--- src/rtl/fetch_stage.sv ---
// Instruction-fetch stage: owns the PC, drives the imem address and the F/D latch.
// Redirect beats stall because the branch in execute is older than the stalled fetch.
module fetch_stage #(
    parameter int          IMEM_AW  = 12,
    parameter logic [31:0] RESET_PC = 32'd0,
    parameter logic [31:0] NOP_INSN = 32'd0
) (
    input  logic               clock,
    input  logic               reset,
    input  logic               stall,
    input  logic               redirect_valid,
    input  logic [31:0]        redirect_target,
    output logic [IMEM_AW-1:0] address_imem,
    input  logic [31:0]        q_imem,
    output logic [31:0]        pc_out,
    output logic [31:0]        pc_in,
    output logic [31:0]        fd_insn_out,
    output logic [31:0]        fd_pc_out,
    output logic [31:0]        fd_pc_plus1_out,
    output logic               fd_valid_out,
    output logic [31:0]        fetch_count,
    output logic [31:0]        flush_count,
    output logic [31:0]        stall_count
);

    logic [31:0] pc_q;
    logic [31:0] fdInsn_q, fdInsn_d;
    logic [31:0] fdPc_q, fdPc_d;
    logic [31:0] fdPcPlus1_q, fdPcPlus1_d;
    logic        fdValid_q, fdValid_d;
    logic [31:0] fetchCount_q, fetchCount_d;
    logic [31:0] flushCount_q, flushCount_d;
    logic [31:0] stallCount_q, stallCount_d;
    logic [31:0] pcPlus1;
    logic        advance;

    assign pcPlus1 = pc_q + 32'd1;
    assign advance = !reset && !redirect_valid && !stall;

    always_comb begin
        if (reset) begin
            pc_in = RESET_PC;
        end else if (redirect_valid) begin
            pc_in = redirect_target;
        end else if (stall) begin
            pc_in = pc_q;
        end else begin
            pc_in = pcPlus1;
        end
    end

    always_comb begin
        fdInsn_d    = fdInsn_q;
        fdPc_d      = fdPc_q;
        fdPcPlus1_d = fdPcPlus1_q;
        fdValid_d   = fdValid_q;
        if (redirect_valid) begin
            fdInsn_d  = NOP_INSN;
            fdValid_d = 1'b0;
        end else if (!stall) begin
            fdInsn_d    = q_imem;
            fdPc_d      = pc_q;
            fdPcPlus1_d = pcPlus1;
            fdValid_d   = 1'b1;
        end
    end

    // Probe counters stick at all-ones rather than wrapping back to zero.
    always_comb begin
        fetchCount_d = fetchCount_q;
        flushCount_d = flushCount_q;
        stallCount_d = stallCount_q;
        if (advance && fetchCount_q != 32'hFFFF_FFFF) begin
            fetchCount_d = fetchCount_q + 32'd1;
        end
        if (redirect_valid && flushCount_q != 32'hFFFF_FFFF) begin
            flushCount_d = flushCount_q + 32'd1;
        end
        if (stall && !redirect_valid && stallCount_q != 32'hFFFF_FFFF) begin
            stallCount_d = stallCount_q + 32'd1;
        end
    end

    always_ff @(posedge clock) begin
        pc_q <= pc_in;
        if (reset) begin
            fdInsn_q     <= NOP_INSN;
            fdPc_q       <= 32'd0;
            fdPcPlus1_q  <= 32'd0;
            fdValid_q    <= 1'b0;
            fetchCount_q <= 32'd0;
            flushCount_q <= 32'd0;
            stallCount_q <= 32'd0;
        end else begin
            fdInsn_q     <= fdInsn_d;
            fdPc_q       <= fdPc_d;
            fdPcPlus1_q  <= fdPcPlus1_d;
            fdValid_q    <= fdValid_d;
            fetchCount_q <= fetchCount_d;
            flushCount_q <= flushCount_d;
            stallCount_q <= stallCount_d;
        end
    end

    assign address_imem    = pc_q[IMEM_AW-1:0];
    assign pc_out          = pc_q;
    assign fd_insn_out     = fdInsn_q;
    assign fd_pc_out       = fdPc_q;
    assign fd_pc_plus1_out = fdPcPlus1_q;
    assign fd_valid_out    = fdValid_q;
    assign fetch_count     = fetchCount_q;
    assign flush_count     = flushCount_q;
    assign stall_count     = stallCount_q;

endmodule

--- config.mk ---
export PLATFORM = sky130hd
export DESIGN_NAME = fetch_stage
export DESIGN_NICKNAME = d
export VERILOG_FILES = /design/src/rtl/fetch_stage.sv
export SDC_FILE = /design/constraint.sdc
export NUM_CORES = 1
export LEC_CHECK = 0
export CAP_MARGIN = 20
export CORE_MARGIN = 2
export CORE_UTILIZATION = 40
export CTS_CLUSTER_DIAMETER = 50
export DETAILED_ROUTE_END_ITERATION = 10
export GPL_TIMING_DRIVEN = 0
export MAX_ROUTING_LAYER = met4
export PLACE_DENSITY_LB_ADDON = 0.12
export SLEW_MARGIN = 20
export SYNTH_ARGS = -nofsm -noshare
export SYNTH_HDL_FRONTEND = slang
export SYNTH_SLANG_ARGS = --single-unit
--- constraint.sdc ---
create_clock -name clock -period 8.2 [get_ports clock]
set_input_delay 1.64 -clock clock [delete_from_list [all_inputs] [get_ports clock]]
set_output_delay 1.64 -clock clock [all_outputs]
set_load 0.03 [all_outputs]
---- Word level (Yosys, flattened, before mapping) ----
Cells that the tools add are included.
word-level totals
  register bits ........................... 225
  input bits .............................. 68
  output and inout bits ................... 269
  word-level logic and storage cells ...... 31
operators by class
  add/subtract/negate cells ............... 4
  equal/unequal tests ..................... 3
  muxes and demuxes ....................... 3
  bitwise logic cells ..................... 2
  reduce and logical (&&, ||, !) cells .... 11
operator list
  kind                   count
  $add 32x1->32 const B  4
  $mux 32                3
  $ne 32x32->1 const B   3
  $logic_and 1x1->1      6
  $logic_not 1->1        3
  $not 1->1              2
  $reduce_and 2->1       1
  $reduce_or 2->1        1

---- Longest topological paths before layout ----
Gate-level depths: netlist of run 1.
  word-level depth ........................ 4
  mapped depth ............................ 8
  depth with buffers taken out ............ 6

---- Worst setup path before layout of run 1 ----
OpenSTA, ideal clock, no wires.
  path type ............................... input to output
  from .................................... in stall
  to ...................................... out pc_in[24]
  arrival time ............................ 3.566 ns
  data required time ...................... 6.560 ns
  setup slack ............................. 2.994 ns
  stages .................................. 6
  path buffers ............................ 1
  cell sequence ........................... clkbuf_1 nand4b_1 nor4_1 nand3_1 xor2_1 a211oi_1
between the ends
  word-level cells in the longest chain between the ends .. 3
RTL lines
  item         RTL line  source
  from (decl)  10        input logic stall,
  $mux 32      45        end else if (stall) begin
  $mux 32      43        end else if (redirect_valid) begin
  $mux 32      41        if (reset) begin
  to (decl)    16        output logic [31:0] pc_in,
No other way between the ends.

---- Worst setup path in the final report of run 1 ----
  from .................................... in stall
  to ...................................... out pc_in[29]
The elaborated chain is that of the path after synthesis.

==> results by group, run 1 <==
Timing
  • Fmax achieved: 147 MHz
  • Fin. max-slew vios: 0
  • Final Skew: 0.0184 ns
  • Fin crit share: 0.829
  • Measured slew at the worst slew-check pin: 1.07 ns
  • RSZ-0062 raised after global routing: no
  • Setup TNS: 0 ns
  • Hold slack: 0.453 ns
  • Period minus WS final: 6.80 ns
  • Slew Limit Headroom: 0.282
  • Final Worst Setup Slack: 1.40 ns
  • Fin. Hold Viols: 0
  • Final setup vio count: 0

Synth
  • Syn Nets: 1,323
  • Async SR Flop Fraction: 0
  • Ys Warns: 0
  • Syn avg cell area: 8.33 sq um
  • Netlist cell types: 53
  • Top cells by area, synth: dfxtp_1, a21oi_1, nand2_1
  • Yosys top cell area share: 0.432
  • Number of synthesized register bits: 225
  • Top FF cell, synth: dfxtp_1
  • Post-synthesis sequential area ratio: 0.432
  • Cell taking the most area after synthesis: dfxtp_1
  • EDFF count, synth: 0
  • Mapped Area: 10,400 sq um
  • Post-Syn Instances: around 1,300

Route
  • WL per Instance: approximately 18 microns
  • ANT nets after route: 0
  • DRT Wirelength: about 36,000 microns
  • # DRC: 0
  • Initial DRC count: 667
  • First-pass DRT Iterations: 4
  • Via density: 5.41
  • Vias: 10,700

Clock network
  • H-tree depth: 1
  • Insertion delay of the later-clocked pin in the worst-skew pair: 0.55 ns
  • Num CTS Buffers: 30
  • Clk sinks: between 200 and 250
  • Clock transition at path regs: 0.06 ns
  • CTS Hold Bufs: 0
  • Clock root buffer master: clkbuf_16
  • Max Root-Sink Buffers: 3
  • CTS tree: built
  • Postcts setup bufs: 0
  • Number of gates resized after CTS: 0

Layout
  • Area of the multi-input gates: 5440 sq um
  • Share of layout cells above drive strength 1: 0.0548
  • Register area: 4500 sq um
  • Area grow syn2layout: 46.7%
  • Fillers: 2,403
  • Post-route cell area: 15,300 sq um
  • Most frequent cells in the layout: clkdlybuf4s50_1, dfxtp_1, nand2_1, nor2_1, a21oi_1
  • Finished Layout Cells: 1,978
  • Commonest non-fill, non-tap cell in the layout: clkdlybuf4s50_1
  • Nets: 1,691

Setup path
  • Critical-path top delay cell: clkdlybuf4s50_1
  • Flop2flop setup slack: 5.20 ns
  • Critical path launch point type: input port
  • Critical path class: input port to output pin
  • Reg2reg path depth: 6
  • Delay-heaviest family, CP: buffers and inverters
  • Max stage delay on crit path: 0.79 ns
  • Crit path arrival time: 5.16 ns
  • Critical path, cell by cell: clkdlybuf4s50_1 -> clkbuf_1 -> clkbuf_1 -> buf_1 -> o21ai_0 -> a311oi_1 -> clkdlybuf4s50_1
  • CP required: 6.56 ns
  • Worst Path Buf+Inv: 5
  • Worst setup EP type: output pin
  • CP Depth: 7
  • Worst flop-to-flop path startpoint: pc_out[2]
  • Reg2reg end: pc_out[29]
  • CP Max Fanout: 10

Die
  • Row cnt: 59
  • Die footprint: 27,400 sq um
  • Die height: 165 microns
  • Core area: between 20,000 and 30,000 sq um
  • Die Width: about 170 microns
  • I/O pin cnt: roughly 340
  • Initial core utilization: 0.403

GRT
  • Largest net degree at the start of global routing: 15
  • First-pass GRT wire length: 55,100 microns
  • Vias in the first global route: around 10,000
  • Initial antenna violation count: 2
  • Overflow after GRT: 0
  • Total GRT Usage: 0.263

Placement
  • Final Wtd Congestion: roughly 0.88
  • DP Cell Count: 1,922
  • Dpl cell area: 14,200 sq um
  • Pre-CTS WS: 1.40 ns
  • Port buffer count: between 300 and 400
  • HPWL after detailed placement: ~27,000 microns

Hold path
  • WHS Path Cells: 2
  • WHS Endpoint: fd_pc_plus1_out[25]
  • Hold WC Path Type: flop to flop
  • Hold Crit Start: fd_pc_plus1_out[25]

Power
  • PD cells: about 190 nW/um^2
  • Lkg Pwr: 0.00508 uW
  • VDD IR-drop max: 0.224 mV

Run
  • Max_cap viols: 0

Outcome
  • Status: complete, no violations
-- power breakdown --
| part | total, uW | internal, uW | switching (uW) | leakage, uW |
|---|---|---|---|---|
| Clock | 1390 | 878 | 510 | 0.000530 |
| Combinational | 368 | 149 | 219 | 0.00272 |
| Sequential | 1160 | 1130 | 30.5 | 0.00183 |
| Total | 2910 | 2150 | 759 | 0.00508 |
-- routing by layer --
metal  up-vias  wire, microns  GRT usage
met2       380          16300      0.405
li1       5206              -          -
met1      5030          15700      0.339
met5         -              0          -
met3        80           2870     0.0619
met4         0           1270     0.0940
-- Yosys cell counts, types with 3 or more instances --
cell         n
nand2b_1     3
or3_1       46
inv_1       17
a211oi_1    34
and4_1      20
and3_1      11
a311oi_1     6
o211ai_1     3
a21o_1       3
mux2_2       5
nand4b_1     4
xnor2_1     51
o41ai_1      3
or2_2        6
nor4b_1      3
nand2_1    133
nor3_1      25
a31oi_1      4
nand4_1     34
nor2b_1      7
o31ai_1     12
nand3_1     56
buf_4       12
buf_2        5
nor2_1     123
xor2_1      31
dfxtp_1    225
mux2i_1     40
o21a_1      10
nor3b_1      3
o311ai_0     4
a2111oi_0    7
or4_1       12
a21oi_1    108
o21ai_0     56
clkbuf_1    81
and2_1       8
nor4_1      15
ha_1         4
-- worst min-delay path: stages (launching register included) --
cell and delay (ns):
dfxtp_1 0.32, nand2_1 0.04, o21ai_0 0.05
-- worst max path at each step --
stage | end | start | slack, ns
2_1_floorplan | pc_in[24] | stall | 2.99
3_3_place_gp | pc_in[29] | stall | 1.44
3_5_place_dp | pc_in[29] | stall | 1.40
4_1_cts | pc_in[29] | stall | 1.41
5_1_grt | pc_in[23] | stall | 1.25
6_report | pc_in[29] | stall | 1.40
-- through the flow --
step / utilization / total power, uW
global route: 0.592 / 3010
CTS: 0.592 / 2940
global placement: 0.550 / 1540
floorplan: - / 1370
detailed placement: 0.550 / 1550
finish: 0.592 / 2910
-- kinds of logic (layout without fill, tap and decap cells) --
| group | after synthesis | after routing | synth area share |
|---|---|---|---|
| xor gates and xnor gates | 82 | 82 | 0.0689 |
| and+or+nand+nor | 518 | 518 | 0.252 |
| AOI/OAI and AO/OA | 260 | 260 | 0.152 |
| other | 0 | 2 | 0 |
| adders and majority gates | 4 | 4 | 0.00480 |
| DFF | 225 | 225 | 0.432 |
| buffers and inverters | 117 | 507 | 0.0470 |
| muxes | 45 | 45 | 0.0438 |
-- state kept, by name (all words and copies together) (netlist names) --
signal	count
fd_pc_plus1_out	32
pc_out	32
fd_insn_out	32
fd_valid_out	1
flush_count	32
fetch_count	32
fd_pc_out	32
stall_count	32
-- cell type report --
type / instances / share of cell area
Antenna cell: 2 / 0.000327
Buffer: 100 / 0.0279
Clock buffer: 40 / 0.0575
Clock inverter: 14 / 0.0127
Inverter: 17 / 0.00417
Multi-Input combinational cell: 909 / 0.356
Sequential cell: 225 / 0.294
Tap cell: 335 / 0.0274
Timing Repair Buffer: 336 / 0.220
Note: power is estimated with default switching activity, not from simulation.
==> inputs of run 2 (changes only) <==
==> constraint.sdc (replaced) <==
create_clock -name clock -period 5.8 [get_ports clock]
set_input_delay 1.16 -clock clock [delete_from_list [all_inputs] [get_ports clock]]
set_output_delay 1.16 -clock clock [all_outputs]
set_load 0.03 [all_outputs]
==> run 2 against run 1 <==
Net effect:
- critical path depth rose by 1
- clock power rose by 41%
- total power rose by 41%
- register-to-register slack got worse by 2.4 ns
- global-route usage did not move
- count of clock-buffer cells in the layout did not move
- die area did not move
- first-iteration DRC count rose by 0.75%
- non-clock buffer count did not move
==> results by group, run 2 (synthesized netlist as in run 1, its figures left out) <==
Setup path
  • Critical-path top delay cell: nor4_1
  • Worst flop-to-flop path startpoint: pc_out[2]
  • Crit path arrival time: 4.50 ns
  • CP Max Fanout: 10
  • Worst Path Buf+Inv: 3
  • Reg2reg end: pc_out[29]
  • Flop2flop setup slack: 2.80 ns
  • CP required: 4.64 ns
  • Critical path launch point type: input port
  • Delay-heaviest family, CP: buffers and inverters
  • Reg2reg path depth: 6
  • Critical path class: input port to output pin
  • Max stage delay on crit path: approximately 0.84 ns
  • Critical path, cell by cell: clkdlybuf4s50_1 -> clkbuf_1 -> nand4b_1 -> nor4_1 -> nand3_1 -> xor2_1 -> a211oi_1 -> clkdlybuf4s50_1
  • Most used cell, CP: clkdlybuf4s50_1
  • Worst setup EP type: output pin

GRT
  • Grt met2 use: 0.405
  • GR peak layer: met2
  • Met3 usage: 0.0619
  • Initial antenna violation count: 2
  • Vias in the first global route: 10,100
  • Largest net degree at the start of global routing: 15
  • First-pass GRT wire length: around 55,000 microns
  • GR Util met1: 0.339
  • Total GRT Usage: 0.263
  • Overflow after GRT: 0

Clock network
  • Clock transition at path regs: 0.06 ns
  • Num CTS Buffers: 30
  • Clock root buffer master: clkbuf_16
  • Postcts setup bufs: 0
  • CTS tree: built
  • H-tree depth: 1
  • CTS Hold Bufs: 0
  • Max Root-Sink Buffers: 3
  • Clk sinks: 225
  • Insertion delay of the later-clocked pin in the worst-skew pair: 0.55 ns

Route
  • # DRC: 0
  • WL per Instance: 18.3 microns
  • Initial DRC count: 672
  • First-pass DRT Iterations: 4
  • Vias: around 11,000
  • DRT Wirelength: 36,200 microns
  • ANT nets after route: 0
  • Via density: about 5.4

Layout
  • Commonest non-fill, non-tap cell in the layout: clkdlybuf4s50_1
  • Fillers: 2,402
  • Most frequent cells in the layout: clkdlybuf4s50_1, dfxtp_1, nand2_1, nor2_1, a21oi_1
  • Share of layout cells above drive strength 1: 0.0567
  • Nets: 1,691
  • Area grow syn2layout: 46.8%
  • Finished Layout Cells: 1,978

Timing
  • Fmax achieved: about 180 MHz
  • Fin. max-slew vios: 0
  • Slew Limit Headroom: 0.275
  • Fin crit share: 0.976
  • Measured slew at the worst slew-check pin: 1.08 ns
  • Fin. Hold Viols: 0
  • Period minus WS final: 5.66 ns
  • Final Skew: between 0.015 and 0.02 ns
  • RSZ-0062 raised after global routing: no
  • Final setup vio count: 0
  • Hold slack: 0.453 ns

Die
  • Die footprint: around 27,000 sq um
  • Initial core utilization: 0.403
  • Die height: between 150 and 200 microns
  • Row cnt: 59
  • Die Width: 165 microns
  • I/O pin cnt: 337
  • Core area: 25,800 sq um

Placement
  • Port buffer count: between 300 and 400
  • DP Cell Count: 1,922
  • Final Wtd Congestion: ~0.88
  • HPWL after detailed placement: 26,600 microns

Hold path
  • WHS Endpoint: fd_pc_plus1_out[25]
  • Hold WC Path Type: flop to flop
  • WHS Path Cells: 2
  • Hold Crit Start: fd_pc_plus1_out[25]

Run
  • Max_cap viols: 0

Power
  • Power Total: slightly above 4000 uW
  • PD cells: 269 nW/um^2
  • Lkg Pwr: 0.00509 uW
  • VDD IR-drop max: ~0.32 mV

Outcome
  • Status: complete, no violations
## run 2: cell counts in the layout (fill, tap and decap cells not counted)
No cell type changed its count.
## run 2: worst max path at each step
stage	start	depth (start not counted)	endpoint
after floorplan	pc_out[0]	6	pc_in[28]
after global placement	stall	7	pc_in[29]
after detailed placement	stall	7	pc_in[29]
after CTS	redirect_valid	7	pc_in[11]
after global routing	stall	8	pc_in[16]
final	stall	8	pc_in[16]
## run 2: metrics by stage
stage | TNS (ns) | setup slack, ns | instance area (sq um) | utilization
6_report | 0 | 0.140 | 15300 | 0.592
5_1_grt | 0 | 0.0513 | 15300 | 0.592
4_1_cts | 0 | 0.0842 | 15300 | 0.592
3_5_place_dp | -0.0492 | -0.0358 | 14200 | 0.550
3_3_place_gp | 0 | 0.00128 | 14200 | 0.550
2_1_floorplan | 0 | 1.54 | 10400 | -
## run 2: power breakdown
part           switching, uW  internal (uW)  total (uW)
sequential              43.2           1590        1630
combinational            310            210         520
clock                    720           1240        1960
total                   1070           3040        4120
## run 2: repair_timing
action                     in CTS  in global routing
gates resized for setup         1                  4
hold endpoints to repair        0                  0
setup endpoints to repair       1                  5
## run 2: layout make-up
cell class	instances	area (sq um)	area share
multi-input combinational	909	5440	0.356
buffer	100	430	0.0281
sequential	225	4500	0.294
timing repair buffer	336	3360	0.220
clock inverter	14	194	0.0127
inverter	17	63.8	0.00417
tap	335	419	0.0274
antenna	2	5.00	0.000327
clock buffer	40	880	0.0575
## run 2: tightest hold or removal path: cells and delay by family (launching register included)
family | cells | cell delay (ns)
simple gates | 1 | 0.04
flops | 1 | 0.32
compound gates | 1 | 0.05
## run 2: layer usage
metal / vias up / wire [microns]
met5: - / 0
met2: 378 / 16300
li1: 5204 / -
met3: 80 / 2860
met1: 5023 / 15800
met4: 0 / 1280
==> inputs of run 3 (changes only) <==
--- a/config.mk
+++ b/config.mk
@@ -7,7 +7,7 @@
 export LEC_CHECK = 0
 export CAP_MARGIN = 20
 export CORE_MARGIN = 2
-export CORE_UTILIZATION = 40
+export CORE_UTILIZATION = 42
 export CTS_CLUSTER_DIAMETER = 50
 export DETAILED_ROUTE_END_ITERATION = 10
 export GPL_TIMING_DRIVEN = 0
@@ -17,3 +17,4 @@
 export SYNTH_ARGS = -nofsm -noshare
 export SYNTH_HDL_FRONTEND = slang
 export SYNTH_SLANG_ARGS = --single-unit
+export TNS_END_PERCENT = 10
==> constraint.sdc (replaced) <==
create_clock -name clock -period 5.8 [get_ports clock]
set_input_delay 1.74 -clock clock [delete_from_list [all_inputs] [get_ports clock]]
set_output_delay 1.74 -clock clock [all_outputs]
set_load 0.03 [all_outputs]
==> run 3 against run 2 <==
Net effect:
- the run now ends with setup timing left
- critical endpoint unchanged
- flip-flop and latch count unchanged
- final cell count decreased by 0.51%
- global-route usage grew 1.4 points
- count of clock-buffer cells in the layout decreased by 6
- core utilization grew 3.9 points
- largest power group unchanged
- hold slack is essentially flat
- routed wire length is 0.17% higher
- combinational power shrank 1%
==> results by group, run 3 (synthesized netlist as in run 1, its figures left out) <==
Timing
  • Fmax achieved: 171 MHz
  • Slew Limit Headroom: 0.339
  • Setup TNS: -0.0523 ns
  • Fin. max-slew vios: 0
  • Measured slew at the worst slew-check pin: 0.984 ns
  • Fin crit share: 1.01
  • Final setup vio count: 1
  • Final Skew: 0.0189 ns
  • Fin. Hold Viols: 0
  • Final Worst Setup Slack: -0.0523 ns
  • Period minus WS final: slightly below 6 ns
  • RSZ-0062 raised after global routing: yes

Route
  • DRT Wirelength: 36,300 microns
  • Via density: ~5.5
  • First-pass DRT Iterations: 5
  • Initial DRC count: 688
  • Vias: 10,800
  • WL per Instance: roughly 18 microns
  • ANT nets after route: 0
  • # DRC: 0

Layout
  • Nets: roughly 1,700
  • Area grow syn2layout: 47.2%
  • Commonest non-fill, non-tap cell in the layout: clkdlybuf4s50_1
  • Share of layout cells above drive strength 1: 0.0791
  • Most frequent cells in the layout: clkdlybuf4s50_1, dfxtp_1, nand2_1, nor2_1, a21oi_1

Clock network
  • CTS Hold Bufs: 0
  • Max Root-Sink Buffers: 3
  • H-tree depth: 1
  • Insertion delay of the later-clocked pin in the worst-skew pair: 0.55 ns
  • Num CTS Buffers: 31
  • Clock transition at path regs: 0.06 ns
  • CTS tree: built
  • Clock root buffer master: clkbuf_16
  • Clk sinks: 225

Outcome
  • Status: complete, but fails checks
  • Failing checks: setup timing

Placement
  • HPWL after detailed placement: ~27,000 microns
  • Port buffer count: between 300 and 400
  • Final Wtd Congestion: between 0.8 and 0.9

GRT
  • Overflow after GRT: 0
  • Vias in the first global route: 10,300
  • First-pass GRT wire length: 56,400 microns
  • Grt met2 use: 0.445
  • Met3 usage: 0.0624
  • Initial antenna violation count: 0
  • Total GRT Usage: 0.277
  • GR Util met1: 0.350
  • Largest net degree at the start of global routing: 15
  • GR peak layer: met2

Die
  • Core area: 24,300 sq um
  • Initial core utilization: 0.429
  • Row cnt: 57
  • Die height: 162 microns
  • I/O pin cnt: 337
  • Die Width: approximately 160 microns
  • Die footprint: 26,100 sq um

Setup path
  • Flop2flop setup slack: around 2.8 ns
  • Crit path arrival time: 4.11 ns
  • Crit path from: stall
  • CP required: 4.06 ns
  • Worst setup EP type: output pin
  • Critical path class: input port to output pin
  • Critical path launch point type: input port
  • CP Max Fanout: 10
  • Worst flop-to-flop path startpoint: pc_out[0]

Run
  • Max_cap viols: 0

Hold path
  • Hold WC Path Type: flop to flop
  • Hold Crit Start: fd_pc_out[4]

Power
  • PD cells: around 270 nW/um^2
  • VDD IR-drop max: 0.230 mV
  • Lkg Pwr: between 0.005 and 0.006 uW
  • Power Total: 4150 uW
-- run 3: layout make-up --
cell class                 count  area (sq um)
clock inverter                22           287
fill                        2173          8980
sequential                   225          4500
timing repair buffer         337          3310
multi-input combinational    909          5500
inverter                      17          67.6
clock buffer                  34           797
buffer                        99           464
tap                          324           405
antenna                        1          2.50
-- run 3: path summary, 6_finish.rpt --
path	to	cells past startpoint
hold / removal	fd_pc_out[4]	2
setup reg to reg	pc_out[28]	6
setup / recovery	pc_in[16]	9
hold reg to reg	fd_pc_out[4]	2
-- run 3: repair_timing --
action / in CTS / in global routing
setup endpoints to repair: 32 / 18
buffers inserted: 0 / 1
resized for setup: 73 / 25
pin swaps: 0 / 1
-- run 3: where the power goes --
| group | total [uW] | leakage, uW | internal, uW | switching, uW |
|---|---|---|---|---|
| logic | 515 | 0.00292 | 203 | 311 |
| registers | 1630 | 0.00183 | 1590 | 42.2 |
| clock network | 2000 | 0.000529 | 1230 | 771 |
| total | 4150 | 0.00528 | 3020 | 1120 |
-- run 3: per-stage QoR --
step / util / instances / instance area (sq um) / hold WS, ns / setup slack (ns)
final: 0.631 / 1968 / 15300 / 0.452 / -0.0523
after global routing: 0.631 / 1967 / 15300 / 0.471 / -0.172
after CTS: 0.630 / 1966 / 15300 / 0.456 / -0.158
after detailed placement: 0.584 / 1911 / 14200 / 0.448 / -1.36
after global placement: 0.584 / 1911 / 14200 / 0.439 / -1.33
after floorplan: - / 1251 / 10400 / 0.575 / 0.394
-- run 3: critical path, cell delays in order --
cell and delay [ns]:
clkdlybuf4s50_1 0.44, clkbuf_4 0.25, nand4b_1 0.25, nor4_4 0.31, buf_4 0.20, nand3_1 0.09, xor2_1 0.17, a211oi_1 0.31
clkdlybuf4s15_2 0.35
-- run 3: metal layers --
metal / vias to the layer above / part of all wire
met5: - / 0
met3: 69 / 0.080
li1: 5228 / -
met2: 416 / 0.47
met1: 5098 / 0.42
met4: 0 / 0.029
==> variant 1, RTL diff (config.mk and constraints of run 3) <==
The parameter `IMEM_AW` goes from 12 to 11.
--- a/src/rtl/fetch_stage.sv
+++ b/src/rtl/fetch_stage.sv
@@ -1,7 +1,7 @@
 // Instruction-fetch stage: owns the PC, drives the imem address and the F/D latch.
 // Redirect beats stall because the branch in execute is older than the stalled fetch.
 module fetch_stage #(
-    parameter int          IMEM_AW  = 12,
+    parameter int          IMEM_AW  = 11,
     parameter logic [31:0] RESET_PC = 32'd0,
     parameter logic [31:0] NOP_INSN = 32'd0
 ) (
Ports: changed (resized address_imem); port bits go from 337 to 336. The function was not compared with the original's and may differ.
==> variant 1 against run 3 <==
  * The flow still finishes with violations (setup timing)
  * Wire length is 1.3% lower
  * Area after synthesis about the same
  * Non-clock buffer count fell by 3
  * Utilization is 0.11 points lower
  * Setup slack improved by 0.042 ns
  * Power shrank 0.51%
  * Via count decreased by 1.0%
  * Hold slack barely moved
  * Sequential cell count unchanged
  * Critical path depth shrank 1
  * Design area is 0.17% lower
  * Count of clock-buffer cells in the layout grew 9
  * Sequential share of layout area is 0.050 points higher
  * Critical path type unchanged
  * Largest cell class unchanged
==> variant 1: results (changes against run 3) <==
GRT
  – Initial antenna violation count: 1 (was 0)
  – GR Layer Usage met1: 0.3415 (was 0.3501)
  – First-pass GRT wire length: 54.92 mm (was 56.43 mm)
  – Largest net degree at the start of global routing: 12 (was 15)
  – M3 GR Usage: 0.05907 (was 0.06240)
  – Vias in the first global route: 10,081 (was 10,291)
  – Total track usage: 0.2697 (was 0.2772)

Layout
  – Fin util: 0.6298 (was 0.6309)
  – Non-clock buffers, area share: 0.2471 (was 0.2461)
  – Final-layout clock-cell area share: 0.07041 (was 0.07062)
  – Multi-input logic area: 5474 um^2 (was 5504 um^2)
  – Layout cell share with drive strength beyond 1: 0.07256 (was 0.07912)
  – Number of clock buffers in the layout: 43 (was 34)

Detailed routing
  – Vias: 10,698 (was 10,811)
  – Violation count after the first detailed-route iteration: 748 (was 688)
  – Pre-Repair DR Iteration Count: 7 (was 5)
  – Routed WL per cell: 18.22 um (was 18.43 um)
  – Metal1 wirelength: 15.67 mm (was 15.39 mm)

STA
  – Slew @ Worst Pin: 0.9626 ns (was 0.9837 ns)
  – Endpoints failing setup: 1 (unchanged)
  – Final worst setup slack: -0.01076 ns (was -0.05229 ns)
  – Max Clock Skew: 0.01796 ns (was 0.01894 ns)
  – Setup_tns: -0.01076 ns (was -0.05229 ns)

Status
  – Failing checks: setup timing (unchanged)
  – Status: finished with violations (unchanged)

Clocking
  – Depth of the CTS H-tree: 2 (was 1)
  – Skew-Pair Late Insertion Delay: 0.51 ns (was 0.55 ns)
  – Inserted Clock Buffers: 34 (was 31)

Synthesis
  – Post-Syn Area per Cell: 8.334 um^2 (was 8.333 um^2)
  – Syn_nets: 1,322 (was 1,323)
  – Sequential fraction of the synthesis area: 0.4324 (was 0.4321)
  – Area contributors post-synth: dfxtp_1 (43%), a21oi_1 (5.2%), nand2_1 (4.8%) (unchanged)

Pwr
  – Lkg Pwr: 5.231 nW (was 5.282 nW)
  – Maximum vdd drop: 215.6 uV (was 230.1 uV)

Placed design
  – Hpwl dp: 26.16 mm (was 26.50 mm)
  – Dpl cells: 1,909 (was 1,911)
  – Post-place instance area: 14,180 um^2 (was 14,200 um^2)
## variant 1: path summary, 6_finish.rpt
path / endpoint / startpoint / cells past startpoint / slack, ns
hold reg to reg: fd_pc_out[10]$_SDFFE_PP0P_ / fd_pc_out[10]$_SDFFE_PP0P_ / 2 / 0.45
setup reg to reg: pc_out[28]$_DFF_P_ / pc_out[0]$_DFF_P_ / 6 / 2.87
hold / removal: fd_pc_out[10]$_SDFFE_PP0P_ / fd_pc_out[10]$_SDFFE_PP0P_ / 2 / 0.45
setup / recovery: pc_in[16] / stall / 8 / -0.01
## variant 1: power groups by stage
stage / Clock, mW / Sequential (mW) / Combinational, mW
2_1_floorplan: 0 / 1.75 / 0.191
3_3_place_gp: 0 / 1.67 / 0.514
3_5_place_dp: 0 / 1.67 / 0.517
4_1_cts: 2.01 / 1.63 / 0.514
5_1_grt: 2.08 / 1.64 / 0.543
6_report: 1.98 / 1.64 / 0.513
## variant 1: repair_timing
action	in CTS	in global routing
endpoints found under the setup margin	32	10
endpoints found under the hold margin	0	0
gates resized for setup	75	11
## variant 1: critical path: cells and delay by family
kind | cells | cell delay, ns
AND/OR/NAND/NOR | 3 | 0.77
buffers and inverters | 3 | 1.04
XOR/XNOR | 1 | 0.18
AO/OA/AOI/OAI | 1 | 0.33
## variant 1: logic make-up (layout without fill, tap and decap cells)
kind of cell	count (synthesis)	count (layout)	share of synthesized area
other	0	1	0
adders and majority gates	4	4	0.004804
muxes	45	45	0.04384
AOI/OAI and AO/OA	260	260	0.1517
DFF	225	225	0.4324
buffers and inverters	116	506	0.04636
and+or+nand+nor	518	518	0.2520
xor gates and xnor gates	82	82	0.06894
==> variant 2, RTL diff (flow settings as in run 3) <==
Without the edit above. Put one more register stage on the output `fetch_count`. The value now appears one clock later. The other outputs are not delayed to match.
--- a/src/rtl/fetch_stage.sv
+++ b/src/rtl/fetch_stage.sv
@@ -108,7 +108,9 @@
     assign fd_pc_out       = fdPc_q;
     assign fd_pc_plus1_out = fdPcPlus1_q;
     assign fd_valid_out    = fdValid_q;
-    assign fetch_count     = fetchCount_q;
+    always_ff @(posedge clock) begin
+        fetch_count <= fetchCount_q;
+    end
     assign flush_count     = flushCount_q;
     assign stall_count     = stallCount_q;
 
Check against the original RTL: not equivalent (Yosys sat finds a counterexample within 4 cycles, from zero or initial values and one cycle with reset high).
==> variant 2 against run 3 <==
  * Design area is 2.3% higher
  * Hold slack worse by 0.071 ns
  * First-iteration DRC count down 22%
  * Highest routed layer unchanged
  * Wire length is 2.2% lower
  * Power up 6.9%
  * Sequential cell count increased by 32
  * Cell count down 0.15%
  * Count of clock-buffer cells in the layout up 12
  * Die area is 3.2% higher
  * Area after synthesis rose by 3.3%
  * Setup slack better by 0.16 ns
==> variant 2: results (changes against run 3) <==
Layout
  – Final net count: 1,682 (was 1,692)
  – Layout cell share with drive strength beyond 1: 0.06487 (was 0.07912)
  – Fin cells: 1,965 (was 1,968)

Placed design
  – Port Buf Inserts: 335 (was 336)
  – RePlAce Congestion: 0.8813 (was 0.8673)
  – Hpwl dp: 25.69 mm (was 26.50 mm)
  – Dpl cells: 1,905 (was 1,911)
  – Post-place setup slack: -1.383 ns (was -1.360 ns)
  – Post-place instance area: 14,530 um^2 (was 14,200 um^2)

Detailed routing
  – Routed WL per cell: 18.05 um (was 18.43 um)
  – Violation count after the first detailed-route iteration: 538 (was 688)
  – Vias: 10,226 (was 10,811)

GRT
  – Total track usage: 0.2632 (was 0.2772)
  – Largest net degree at the start of global routing: 15 (unchanged)
  – Vias in the first global route: 9,692 (was 10,291)
  – First-pass GRT wire length: 53.79 mm (was 56.43 mm)
  – Initial antenna violation count: 1 (was 0)

STA
  – Endpoints failing setup: 0 (was 1)
  – Tcrit/Tclk final: 0.9815 (was 1.009)
  – Max Clock Skew: 0.01654 ns (was 0.01894 ns)
  – Rel. slew slack: 0.3600 (was 0.3387)

Synthesis
  – Sequential fraction of the synthesis area: 0.4779 (was 0.4321)
  – Cells after synthesis: 1,240 (was 1,251)
  – Area contributors post-synth: dfxtp_1 (48%), nor2_1 (6.6%), xor2_1 (5.9%) (was dfxtp_1 (43%), a21oi_1 (5.2%), nand2_1 (4.8%))
  – Synth top cells by count: dfxtp_1 (257), nor2_1 (189), nand2_1 (125), xor2_1 (73), a21oi_1 (65) (was dfxtp_1 (225), nand2_1 (133), nor2_1 (123), a21oi_1 (108), clkbuf_1 (81))
  – Syn_nets: 1,312 (was 1,323)
  – Netlist cell types: 47 (was 53)

Status
  – Status: complete, no violations (was finished with violations)

Worst setup path
  – Reg2Reg Setup Slack: 2.85 ns (was 2.84 ns)
  – CP max stage delay: 0.46 ns (was 0.44 ns)
  – Critical Path AT: 3.95 ns (was 4.11 ns)
  – Top delay family on crit path: buffers and inverters (unchanged)

Worst hold path
  – Hold Path Class: flip-flop to flip-flop (unchanged)
  – Hold_sp: fetchCount_q[20]$_SDFFE_PP0P_ (was fd_pc_out[4]$_SDFFE_PP0P_)

Pwr
  – Maximum vdd drop: 191.1 uV (was 230.1 uV)
  – Lkg Pwr: 5.817 nW (was 5.282 nW)

Clocking
  – Depth of the CTS H-tree: 2 (was 1)
  – Skew-Pair Late Insertion Delay: 0.50 ns (was 0.55 ns)
  – Post-CTS Setup Bufs: 0 (unchanged)
  – Inserted Clock Buffers: 34 (was 31)
## variant 2: logic make-up (layout without fill, tap and decap cells)
kind of cell / Yosys count / after routing / share of synthesized area
compound gates: 140 / 140 / 0.07682
xor+xnor: 123 / 123 / 0.1001
fa+ha+maj: 4 / 4 / 0.004649
buf+inv: 104 / 498 / 0.04230
flops: 257 / 257 / 0.4779
mux: 48 / 48 / 0.04474
other cells: 0 / 1 / 0
simple gates: 564 / 564 / 0.2536
## variant 2: cell type report
cell class / instances / area [um^2]
Timing Repair Buffer: 335 / 3337
Clock inverter: 14 / 118.9
Buffer: 93 / 441.7
Fill cell: 2229 / 9493
Antenna cell: 1 / 2.502
Clock buffer: 46 / 1010
Sequential cell: 257 / 5145
Tap cell: 330 / 412.9
Inverter: 10 / 37.54
Multi-Input combinational cell: 879 / 5184
## variant 2: per-stage QoR
stage | util | hold WS [ns] | setup TNS [ns]
after detailed placement | 0.5771 | 0.3753 | -22.50
after CTS | 0.6223 | 0.3835 | -0.1906
final | 0.6230 | 0.3815 | 0
after floorplan | - | 0.3518 | 0
after global placement | 0.5771 | 0.3713 | -21.98
after global routing | 0.6230 | 0.3905 | 0
## variant 2: routing by layer
metal / track usage / wire length [um]
met2: 0.4253 / 16680
met5: - / 0
met4: 0.08931 / 998
met3: 0.06540 / 2722
met1: 0.3212 / 15070
## variant 2: what timing repair did
item / in CTS / in global routing
endpoints found under the setup margin: 32 / 16
hold buffers: 0 / 0
endpoints found under the hold margin: 0 / 0
resized for setup: 45 / 25
gates cloned: 0 / 0
## variant 2: worst paths after layout
path,to,depth (start not counted)
worst max register to register,pc_out[31]$_DFF_P_,6
worst max-delay path,pc_in[0],8
worst min-delay path,fetch_count[20]$_DFF_P_,0
worst min register to register,fetch_count[20]$_DFF_P_,0
## variant 2: where the power goes
| part | switching (mW) | internal (mW) | total, mW |
|---|---|---|---|
| logic | 0.304 | 0.200 | 0.505 |
| registers | 0.0446 | 1.81 | 1.86 |
| clock network | 0.802 | 1.27 | 2.08 |
